--- src/rtl/rll_key_loader.sv ---
// rll_key_loader: serial activation-key loader for the RLL-locked core.
// A key and its XOR-fold checksum arrive LSB-first over a valid/ready link.
// A verified key is driven onto key_out. Otherwise a fixed decoy key is driven,
// so the locked core keeps producing corrupted outputs.
//
// Handshake: key_in_ready is high only in SHIFT, and it comes straight from the
// state flop. A bit transfers on a rising edge where key_in_valid && key_in_ready.
// If load_start or clear_key is high in the same cycle, that transfer is dropped.
module rll_key_loader #(
   parameter int                   KEY_WIDTH = 32,
   parameter int                   CHK_WIDTH = 8,
   parameter logic [KEY_WIDTH-1:0] DECOY_KEY = '0,
   parameter int                   ERR_WIDTH = 4
) (
   input  logic                 clk,
   input  logic                 rst_n,
   input  logic                 load_start,
   input  logic                 clear_key,
   input  logic                 key_in_bit,
   input  logic                 key_in_valid,
   output logic                 key_in_ready,
   output logic [KEY_WIDTH-1:0] key_out,
   output logic                 key_valid,
   output logic                 load_err,
   output logic [ERR_WIDTH-1:0] err_count,
   output logic [2:0]           fsm_state
);

   localparam int TOTAL  = KEY_WIDTH + CHK_WIDTH;
   localparam int CNT_W  = $clog2(TOTAL + 1);
   localparam int NCHUNK = KEY_WIDTH / CHK_WIDTH;

   typedef enum logic [2:0] {
      S_IDLE  = 3'd0,
      S_SHIFT = 3'd1,
      S_CHECK = 3'd2,
      S_ARMED = 3'd3,
      S_ERROR = 3'd4
   } state_e;

   state_e               state_q, state_d;
   logic [TOTAL-1:0]     shift_q, shift_d;
   logic [CNT_W-1:0]     cnt_q, cnt_d;
   logic [KEY_WIDTH-1:0] key_q, key_d;
   logic                 valid_q, valid_d;
   logic                 err_q, err_d;
   logic [ERR_WIDTH-1:0] errcnt_q, errcnt_d;

   logic [CHK_WIDTH-1:0] chk_calc;
   logic [CHK_WIDTH-1:0] chk_rx;
   logic [KEY_WIDTH-1:0] key_rx;

   // The shift register fills from the top. After the last transfer the key
   // sits in the low bits and the checksum sits in the high bits.
   assign key_rx = shift_q[KEY_WIDTH-1:0];
   assign chk_rx = shift_q[TOTAL-1 -: CHK_WIDTH];

   // XOR-fold of the received key into CHK_WIDTH-bit chunks (chunk 0 = LSBs)
   always_comb begin
      chk_calc = '0;
      for (int i = 0; i < NCHUNK; i++) begin
         chk_calc = chk_calc ^ shift_q[i*CHK_WIDTH +: CHK_WIDTH];
      end
   end

   // State and datapath registers: asynchronous reset to the decoy/idle state
   always_ff @(posedge clk or negedge rst_n) begin
      if (!rst_n) begin
         state_q  <= S_IDLE;
         shift_q  <= '0;
         cnt_q    <= '0;
         key_q    <= DECOY_KEY;
         valid_q  <= 1'b0;
         err_q    <= 1'b0;
         errcnt_q <= '0;
      end else begin
         state_q  <= state_d;
         shift_q  <= shift_d;
         cnt_q    <= cnt_d;
         key_q    <= key_d;
         valid_q  <= valid_d;
         err_q    <= err_d;
         errcnt_q <= errcnt_d;
      end
   end

   // Next-state logic. clear_key beats load_start, and both beat any handshake.
   always_comb begin
      state_d  = state_q;
      shift_d  = shift_q;
      cnt_d    = cnt_q;
      key_d    = key_q;
      valid_d  = valid_q;
      err_d    = err_q;
      errcnt_d = errcnt_q;

      if (clear_key) begin
         state_d = S_IDLE;
         shift_d = '0;
         cnt_d   = '0;
         key_d   = DECOY_KEY;
         valid_d = 1'b0;
         err_d   = 1'b0;
      end else if (load_start) begin
         state_d = S_SHIFT;
         shift_d = '0;
         cnt_d   = '0;
         key_d   = DECOY_KEY;
         valid_d = 1'b0;
         err_d   = 1'b0;
      end else begin
         case (state_q)
            S_SHIFT: begin
               if (key_in_valid) begin
                  shift_d = {key_in_bit, shift_q[TOTAL-1:1]};
                  cnt_d   = cnt_q + 1'b1;
                  if (cnt_q == CNT_W'(TOTAL - 1)) begin
                     state_d = S_CHECK;
                  end
               end
            end
            S_CHECK: begin
               if (chk_calc == chk_rx) begin
                  state_d = S_ARMED;
                  key_d   = key_rx;
                  valid_d = 1'b1;
               end else begin
                  state_d = S_ERROR;
                  key_d   = DECOY_KEY;
                  valid_d = 1'b0;
                  err_d   = 1'b1;
                  if (errcnt_q != '1) begin
                     errcnt_d = errcnt_q + 1'b1;
                  end
               end
            end
            default: begin
               state_d = state_q;
            end
         endcase
      end
   end

   assign key_in_ready = (state_q == S_SHIFT);
   assign key_out      = key_q;
   assign key_valid    = valid_q;
   assign load_err     = err_q;
   assign err_count    = errcnt_q;
   assign fsm_state    = state_q;

endmodule

--- config.mk ---
export PLATFORM = sky130hd
export DESIGN_NAME = rll_key_loader
export DESIGN_NICKNAME = d
export VERILOG_FILES = /design/src/rtl/rll_key_loader.sv
export SDC_FILE = /design/constraint.sdc
export NUM_CORES = 1
export LEC_CHECK = 0
export BUFFER_PORTS_ARGS = -buffer_cell sky130_fd_sc_hd__buf_2
export CORE_UTILIZATION = 52
export CTS_CLUSTER_DIAMETER = 60
export DETAILED_ROUTE_END_ITERATION = 10
export GPL_ROUTABILITY_DRIVEN = 1
export PLACE_DENSITY = 0.75
export RECOVER_POWER = 25
export SLEW_MARGIN = 30
export SYNTH_ARGS = -nofsm -noshare
export SYNTH_HDL_FRONTEND = slang
export SYNTH_SLANG_ARGS = --single-unit
--- constraint.sdc ---
create_clock -name clk -period 1.8 [get_ports clk]
set_input_delay 0.36 -clock clk [delete_from_list [all_inputs] [get_ports clk]]
set_output_delay 0.36 -clock clk [all_outputs]
set_load 0.1 [all_outputs]
== After elaboration in Yosys (flattened, before gate mapping) ==
Index checks and enable logic that the tools add are counted.
Word-level totals
  logic and storage cells: 57
  latch bits: 0
  memories: 0
  memory bits (read-only): 0
  memory bits (writable): 0
  bits in registers: 87
  input bits: 6
Cells by class
  $add $sub $neg: 2
  magnitude comparators: 0
  multipliers: 0
  shifts and indexed selects: 0
  mux-type cells: 26
  bitwise operators: 6
  equal/unequal tests: 8
  divide/modulo/power cells: 0
  reductions and logical operators: 8
Operators with widths (number)
  $mux 40: 4
  $mux 32: 4
  $mux 6: 4
  $xor 8x8->8: 3
  $mux 3: 5
  $reduce_bool 3->1: 3
  $eq 8x8->1: 1
  $mux 1: 8
  $ne 4x4->1 const B: 2
  $add 6x1->6 const B: 1
  $eq 6x6->1 const B: 1
  $pmux 3 s2: 1
  $reduce_and 5->1: 1
  $add 4x1->4 const B: 1
  $ne 4x3->1 const B: 1
  $reduce_and 2->1: 2
  $reduce_bool 4->1: 1
  $eq 3x1->1 const B: 1
  $eq 3x2->1 const B: 1
  $ne 3x3->1 const B: 1
  $not 1->1: 3
  $reduce_and 3->1: 1

== Longest topological paths before layout ==
Gate-level depths: netlist of run 1.
  word-level depth: 8
  mapped depth: 7
  depth with buffers taken out: 6

== Worst setup path after synthesis of run 1 ==
Ideal clock, no wire load.
  path type: reg2reg
  start: reg state_q[0] (netlist: fsm_state[0])
  end: reg cnt_q[5]
  setup slack: -2.725 ns
  cell stages (with the launch flop): 7
  buffers on the path: 1
  arrival time: 4.447 ns
  cells stage by stage: dfrtp_1 > nor3b_1 > and2_1 > buf_2 > nand4_1 > or3_1 > a21oi_1
On the way
  longest elaborated chain between the ends: 3
RTL lines
  from (decl): line 41  | state_e state_q, state_d;
  from (signal assigned): line 77  | state_q <= state_d;
  $eq 3x1->1
  net key_in_ready: line 21  | output logic key_in_ready,
  $reduce_bool 3->1 (no line)
  $reduce_and 2->1 (no line)
  to (signal assigned): line 79  | cnt_q <= cnt_d;
  to (decl): line 43  | logic [CNT_W-1:0] cnt_q, cnt_d;
The timed path passes the listed nets, and every way through them passes these cells.
A chain may end at the register's enable or synchronous reset.

== Worst setup path in the final report of run 1 ==
  start: reg shift_q[8]
  end: reg errcnt_q[1] (netlist: err_count[1])
On the way
  longest elaborated chain between the ends: 6
RTL lines
  from (decl): line 42  | logic [TOTAL-1:0] shift_q, shift_d;
  from (signal assigned): line 78  | shift_q <= shift_d;
  $xor 8x8->8 (3 in series): line 62  | chk_calc = chk_calc ^ shift_q[i*CHK_WIDTH +: CHK_WIDTH];
  $eq 8x8->1: line 123  | if (chk_calc == chk_rx) begin
  $not 1->1 (no line)
  $reduce_and 5->1 (no line)
  to (signal assigned): line 83  | errcnt_q <= errcnt_d;
  to (decl): line 47  | logic [ERR_WIDTH-1:0] errcnt_q, errcnt_d;
Every way passes these cells.

==> flow_summary_export.csv, run 1 <==
group,metric,value,unit
run_status,status,"finished, violations left",
run_status,violations,"setup timing",
worst_setup_path,crit-reg2reg-launch,"shift_q[8]",
sta,clock_skew,5.71,ps
job,drv_cap,0,
power,vdd_drop_max,393,uV
worst_setup_path,crit_type,"reg -> reg",
routing,vias,3099,
worst_setup_path,reg2regPathDepth,6,
synthesis,synth_nets,417,
final_layout,nets,489,
place,gp_congestion,0.835,
synthesis,synth_top_family_by_area,"simple AND/OR/NAND/NOR gates",
worst_setup_path,timing.rr.end,"err_count[1]",
sta,relSlewSlack,0.607,
cts,cts.sinks,87,
synthesis,synth_fa_ha_area_frac,0.00643,
die,die_w,88.5,um
routing,drc,0,
worst_setup_path,reg2reg_slack,-200,ps
synthesis,ys_top_cells_by_area,"dfrtp_1 (56%), nand2_1 (12%), a21oi_1 (9.6%)",
global_route,grt_start_max_net_pins,81,
sta,fmax,499,MHz
min_path,hold_depth,2,
final_layout,drive_gt1_frac,0.249,
die,ioPinCount,48,
final_layout,antenna_cells,0,
power,power.density,730,nW/um2
place,postPlaceCellArea,4510,um2
global_route,grt_pass1_vias,2916,
worst_setup_path,startpoint_type,"flip-flop",
worst_setup_path,cp.required,2030,ps
die,die_area,7830,um2
cts,h-tree-depth,3,
final_layout,stdcell_count,585,
synthesis,synth_compound_area_frac,0.106,
final_layout,areaGrowthSynthToFinish,22.8,%
power,leakage,2.12,nW
worst_setup_path,critPathSlowestCell,"dfrtp_1",
synthesis,synth_cell_type_count,26,
sta,rsz0062_at_grt,"true",
synthesis,ys_async_sr_fraction,1.00,
cts,cts_tree,"done",
sta,slew_viol_final,0,
sta,setup_ws,-204,ps
routing,firstDrtPassIters,4,
synthesis,syn_inst,409,
synthesis,synth_simple_gate_area_frac,0.197,
synthesis,ys_seq_area_frac,0.559,
worst_setup_path,crit_path_end_kind,"flip-flop",
die,dieHeight,88.5,um
min_path,hold_path_class,"in -> reg",
synthesis,ys_top_cells_by_count,"nand2_1 (120), dfrtp_1 (87), a21oi_1 (75), nand3_1 (35)",
routing,via_per_inst,5.30,
synthesis,yosysMostFrequentCell,"nand2_1",
routing,totalWireLength,8690,um
die,fp-row-count,31,
sta,min_period,2000,ps
worst_setup_path,critical_path.max_stage_delay,420,ps
cts,clock_path_buffers,2,
final_layout,final_util,0.659,
cts,cts_made_buffers,9,
place,place_ws,-155,ps
global_route,grt_overflow,0,
worst_setup_path,cp-startpoint,"shift_q[8]",
place,dpl.cell_count,566,
place,portBuffers,47,
synthesis,synth_edf_count,0,
worst_setup_path,cp_data_arrival_time,2240,ps
synthesis,synth_area,3890,um2
cts,clockRootBuffer,"clkbuf_8",
sta,hold_viol_final,0,
min_path,min_from,"clear_key",
synthesis,synth_area_per_cell,9.51,um2
cts,clk_pin_slew,80,ps
worst_setup_path,cp_num_buf_inv,0,
synthesis,synth_top_area_frac,0.559,
worst_setup_path,cpLargestDelayFamily,"simple AND/OR/NAND/NOR gates",
synthesis,yosysTopAreaCell,"dfrtp_1",
synthesis,ys_ff_latch,87,
cts,clk_latency,350,ps
sta,period_share,1.11,
final_layout,final_area,4780,um2
place,hpwl,5720,um
worst_setup_path,critPathMaxFanout,5,
global_route,grt_pass1_wl,14200,um
sta,setup_viol,40,
min_path,holdPathEnd,"fsm_state[0]",
synthesis,synth_flop_cell,"dfrtp_1",
sta,worst_pin_slew,590,ps
synthesis,synthXorXnorAreaFrac,0.0981,
power,design_power_total,3.49,mW
routing,antenna_left,0,
global_route,grt_use_total,0.240,
worst_setup_path,path_cells,"xnor3_1, xnor2_1, nand4_1, nor2_4, or2_4, mux2_4",
routing,wire_per_inst,14.9,um
die,core,7250,um2
synthesis,synthMuxAreaShare,0.00289,
die,start_util,0.536,
global_route,antenna_found_initial,0,
synthesis,ys_warn_count,0,
routing,first_iter_violations,295,
[timing repair]
item / CTS / global route
setup endpoints to repair: 40 / 43
resized for setup: 5 / 12
pin swaps: 6 / 3
hold buffers: 1 / 0
setup buffers: 1 / 1
hold endpoints to repair: 22 / 0
[cell type report]
| cell class | count | area (um2) |
|---|---|---|
| clock inverter | 3 | 42.5 |
| clock buffer | 13 | 149 |
| multi-input combinational | 294 | 1660 |
| sequential | 87 | 2190 |
| fill | 619 | 2470 |
| timing repair buffer | 89 | 617 |
| tap | 99 | 124 |
[how the worst max path moves through the flow]
stage	endpoint	slack [ps]	cells past startpoint
finish	err_count[1]	-200	6
global route	err_count[1]	-300	6
CTS	key_out[14]	-110	7
detailed placement	key_out[14]	-150	7
global placement	key_out[16]	-110	7
floorplan	cnt_q[5]	-740	6
[per-stage QoR]
| step | setup TNS (ps) | hold slack (ps) |
|---|---|---|
| 6_report | -4880 | 186 |
| 5_1_grt | -9820 | 175 |
| 4_1_cts | -2510 | 169 |
| 3_5_place_dp | -3610 | 280 |
| 3_3_place_gp | -1520 | 279 |
| 2_1_floorplan | -26010 | 64.4 |
[layout by cell type (no fill, tap or decap), types with 5 or more instances in the layout]
cell	count
nor2_1	9
xnor3_1	8
buf_4	35
dfrtp_1	82
a21oi_2	6
nand2_1	120
buf_2	45
a21oi_1	69
clkbuf_8	10
xor2_1	5
xnor2_1	17
nand3_1	35
[metal layers]
layer  vias to the layer above  track usage  wire, um
met2                        73        0.380      4350
met4                         0       0.0718        95
met5                         -            0         0
met3                        12       0.0448       288
met1                      1511        0.339      3960
li1                       1503            -         -
[sequential cells by signal, indices dropped and copies added (netlist names)]
register and flops:
cnt_q 6, shift_q 40, fsm_state 3, key_valid 1, err_count 4, load_err 1, key_out 32
[worst reg2reg max path, stage by stage (launching register included)]
cell	delay, ps
dfrtp_1	420
xnor3_1	360
xnor2_1	200
nand4_1	190
nor2_4	260
or2_4	180
mux2_4	290
[cells by family after synthesis]
kind of cell / Yosys count
xor gates and xnor gates: 31
DFF: 87
buffers and inverters: 28
muxes: 1
and+or+nand+nor: 180
AOI/OAI and AO/OA: 80
adders and majority gates: 2
[power breakdown]
| group | total (mW) | switching (mW) | internal, mW |
|---|---|---|---|
| clock network | 1.35 | 0.668 | 0.680 |
| logic | 0.183 | 0.139 | 0.0435 |
| registers | 1.96 | 0.00277 | 1.96 |
| total | 3.49 | 0.811 | 2.68 |
Note: power is estimated with default switching activity, not from simulation.
==> run 2, diff against run 1 <==
- CORE_ASPECT_RATIO: unset -> 1.1
==> flow_summary_export.csv, run 2 (same netlist as run 1, synthesis figures left out) <==
group,metric,value,unit
die,die_w,84.5,um
worst_setup_path,cp_data_arrival_time,2260,ps
final_layout,antenna_cells,0,
worst_setup_path,reg2reg_slack,-220,ps
sta,rsz0062_at_grt,"true",
sta,period_share,1.12,
sta,slew_viol_final,0,
routing,antenna_left,0,
final_layout,drive_gt1_frac,0.259,
min_path,holdPathEnd,"fsm_state[0]",
worst_setup_path,timing.rr.end,"err_count[1]",
sta,fmax,494,MHz
sta,worst_pin_slew,621,ps
global_route,grt_start_max_net_pins,46,
place,gp_congestion,0.866,
cts,h-tree-depth,3,
run_status,status,"finished, violations left",
routing,first_iter_violations,165,
routing,drc,6,
global_route,antenna_found_initial,0,
sta,min_period,2020,ps
sta,fin_tns_setup,-6470,ps
global_route,grt_pass1_vias,2985,
routing,wire_per_inst,15.5,um
die,core,7130,um2
place,portBuffers,47,
routing,via_per_inst,5.43,
cts,clockRootBuffer,"clkbuf_8",
final_layout,areaGrowthSynthToFinish,24.1,%
cts,clock_path_buffers,2,
routing,totalWireLength,8890,um
final_layout,final_util,0.677,
final_layout,final_cell_mix,"nand2_1 (120), dfrtp_1 (82), a21oi_1 (68), buf_2 (45)",
power,power.density,738,nW/um2
final_layout,nets,493,
cts,cts.sinks,87,
global_route,grt_pass1_wl,14600,um
place,dpl.cell_count,555,
job,drv_cap,0,
worst_setup_path,crit_type,"reg -> reg",
worst_setup_path,critPathMaxFanout,6,
worst_setup_path,cp.required,2040,ps
worst_setup_path,reg2regPathDepth,6,
cts,clk_pin_slew,80,ps
die,dieHeight,92.7,um
global_route,grt_use_total,0.243,
global_route,grt_overflow,0,
worst_setup_path,startpoint_type,"flip-flop",
die,die_area,7830,um2
sta,setup_viol,41,
worst_setup_path,crit-reg2reg-launch,"shift_q[29]",
min_path,hold_depth,2,
cts,cts_tree,"done",
run_status,violations,"DRC, setup timing",
power,vdd_drop_max,512,uV
routing,firstDrtPassIters,9,
sta,setup_ws,-222,ps
cts,cts_made_buffers,9,
sta,clock_skew,6.55,ps
min_path,hold_path_class,"in -> reg",
sta,relSlewSlack,0.586,
min_path,min_from,"clear_key",
place,hpwl,5960,um
power,leakage,2.14,nW
final_layout,stdcell_count,575,
final_layout,final_common_cell,"nand2_1",
cts,clk_latency,350,ps
worst_setup_path,crit_path_end_kind,"flip-flop",
sta,hold_viol_final,0,
worst_setup_path,cp-startpoint,"shift_q[29]",
die,fp-row-count,32,
power,design_power_total,3.57,mW
die,ioPinCount,48,
final_layout,regMostFlops,"shift_q",
die,start_util,0.546,
routing,vias,3125,
final_layout,largest_register_ffs,40,
## run 2: cell count changes in the layout (fill, tap and decap cells not counted), sizes merged
cell / before / now
clkinv: 1 / 0
buf: 87 / 90
clkbuf: 14 / 16
## run 2: metal layers
metal,track usage,up-vias,share of wire
li1,-,1508,-
met1,0.329,1533,0.43
met2,0.390,74,0.51
met3,0.0410,10,0.039
met4,0.106,0,0.016
met5,0,-,0
## run 2: critical path: stages (launching register included)
cell and delay [ps]:
dfrtp_1 370, xnor3_1 450, xnor2_1 160, nand4_1 180, nor2_4 270, or2_4 180, mux2_4 290
## run 2: per-stage QoR
step / setup WS (ps) / instance area (um2) / hold slack (ps)
after floorplan: -739 / 3930 / 64.4
after global placement: -62.7 / 4520 / 284
after detailed placement: -154 / 4520 / 288
after CTS: -110 / 4790 / 163
after global routing: -258 / 4830 / 162
final: -222 / 4830 / 173
## run 2: power breakdown
group	internal, mW	total, mW	switching (mW)
Clock	0.757	1.42	0.664
Sequential	1.96	1.96	0.00298
Combinational	0.0464	0.186	0.139
## run 2: worst max path at each step
stage / slack (ps) / end
after floorplan: -740 / cnt_q[5]
after global placement: -60 / err_count[1]
after detailed placement: -150 / key_out[11]
after CTS: -110 / err_count[1]
after global routing: -260 / key_out[27]
final: -220 / err_count[1]
## run 2: what timing repair did
| item | CTS | global route |
|---|---|---|
| gates resized for setup | 10 | 11 |
| setup buffers | 2 | 2 |
| hold endpoints to repair | 23 | 0 |
| endpoints found under the setup margin | 41 | 43 |
| hold buffers | 1 | 0 |
| pin swaps | 6 | 9 |
## run 2: final cells by class
class                           count  area [um2]
Clock buffer                       14         173
Clock inverter                      2        37.5
Fill cell                         594        2300
Multi-Input combinational cell    294        1660
Sequential cell                    87        2190
Tap cell                           85         106
Timing Repair Buffer               93         662
==> run 3, diff against run 2 <==
- PLACE_DENSITY: 0.75 -> 0.79
==> flow_summary_export.csv, run 3 (same netlist as run 1, synthesis figures left out) <==
group,metric,value,unit
cts,cts_tree,"done",
run_status,status,"finished, violations left",
worst_setup_path,cp.required,2040,ps
power,leakage,2.11,nW
final_layout,fill_cells,591,
final_layout,regMostFlops,"shift_q",
routing,firstDrtPassIters,9,
routing,first_iter_violations,290,
worst_setup_path,startpoint_type,"flip-flop",
place,postPlaceCellArea,4500,um2
sta,hold_viol_final,0,
final_layout,areaGrowthSynthToFinish,22.3,%
sta,setup_ws,-140,ps
worst_setup_path,crit_path_end_kind,"flip-flop",
power,design_power_total,3.38,mW
sta,rsz0062_at_grt,"true",
routing,wire_per_inst,15.8,um
job,drv_cap,0,
cts,cts.sinks,87,
final_layout,antenna_cells,0,
cts,clk_pin_slew,80,ps
sta,whs,175,ps
cts,cts_made_buffers,9,
final_layout,final_common_cell,"nand2_1",
die,fp-row-count,32,
worst_setup_path,cp_data_arrival_time,2180,ps
die,die_w,84.5,um
power,power.density,710,nW/um2
place,portBuffers,47,
final_layout,final_cell_mix,"nand2_1 (120), dfrtp_1 (82), a21oi_1 (71), buf_2 (45), buf_4 (34)",
routing,drc,3,
sta,period_share,1.08,
place,gp_congestion,0.832,
global_route,antenna_found_initial,0,
run_status,violations,"DRC, setup timing",
global_route,grt_overflow,0,
cts,h-tree-depth,3,
global_route,grt_start_max_net_pins,80,
final_layout,drive_gt1_frac,0.254,
sta,relSlewSlack,0.553,
final_layout,final_area,4760,um2
die,dieHeight,92.7,um
final_layout,largest_register_ffs,40,
sta,fmax,516,MHz
cts,clockRootBuffer,"clkbuf_8",
sta,worst_pin_slew,670,ps
cts,clock_path_buffers,2,
routing,via_per_inst,5.52,
place,hpwl,5970,um
routing,vias,3143,
sta,clock_skew,10.1,ps
sta,slew_viol_final,0,
die,core,7130,um2
global_route,grt_use_total,0.246,
min_path,hold_path_class,"in -> reg",
sta,min_period,1940,ps
routing,antenna_left,0,
worst_setup_path,critPathMaxFanout,5,
routing,totalWireLength,9000,um
die,die_area,7830,um2
global_route,grt_pass1_wl,14800,um
die,ioPinCount,48,
die,start_util,0.546,
power,vdd_drop_max,526,uV
cts,clk_latency,360,ps
global_route,grt_pass1_vias,3031,
worst_setup_path,crit_type,"reg -> reg",
sta,setup_viol,40,
final_layout,nets,487,
-- run 3: path summary, 6_finish.rpt --
check                           slack, ps  depth (start not counted)         from      endpoint
worst max-delay path                 -140                          6  shift_q[31]  err_count[1]
worst min-delay path                  170                          2    clear_key  fsm_state[0]
worst max register to register       -140                          6  shift_q[31]  err_count[1]
worst min register to register        490                          1     load_err      load_err
max in group asynchronous             200                          3        rst_n  fsm_state[1]
min in group asynchronous             560                          2        rst_n      load_err
-- run 3: through the flow --
step	cells	utilization	worst slack (ps)	setup TNS (ps)
after detailed placement	552	0.631	-151	-2350
after global placement	552	0.631	-77.1	-875
after global routing	569	0.668	-199	-6050
after floorplan	409	-	-739	-26010
after CTS	569	0.660	-99.0	-1730
final	569	0.668	-140	-2240
-- run 3: area by class of cell --
class                      instances  area (um2)  share of cell area
sequential                        87        2190               0.460
multi-input combinational        294        1680               0.353
timing repair buffer              87         607               0.127
clock buffer                      13         159              0.0334
tap                               85         106              0.0223
clock inverter                     3        17.5             0.00368
-- run 3: repair_timing --
action,CTS,global route
gates resized for setup,3,15
endpoints found under the hold margin,24,0
setup endpoints to repair,40,42
setup buffers,0,0
pin swaps,5,5
hold buffers,1,0
cloned,0,0
-- run 3: per-layer routing --
| metal | wire length [um] | track usage |
|---|---|---|
| met1 | 3740 | 0.319 |
| met2 | 4780 | 0.423 |
| met3 | 359 | 0.0490 |
| met4 | 129 | 0.0678 |
| met5 | 0 | 0 |
-- run 3: worst max-delay path, stage by stage (launching register included) --
cell	delay, ps
dfrtp_1	370
xnor3_1	440
xnor2_2	150
nand4_1	200
nor2_4	210
or2_2	160
mux2_1	310
-- run 3: where the power goes --
| part | total (mW) | internal [mW] | switching [mW] |
|---|---|---|---|
| logic | 0.184 | 0.0449 | 0.139 |
| clock network | 1.24 | 0.574 | 0.663 |
| registers | 1.96 | 1.96 | 0.00289 |
| total | 3.38 | 2.57 | 0.805 |
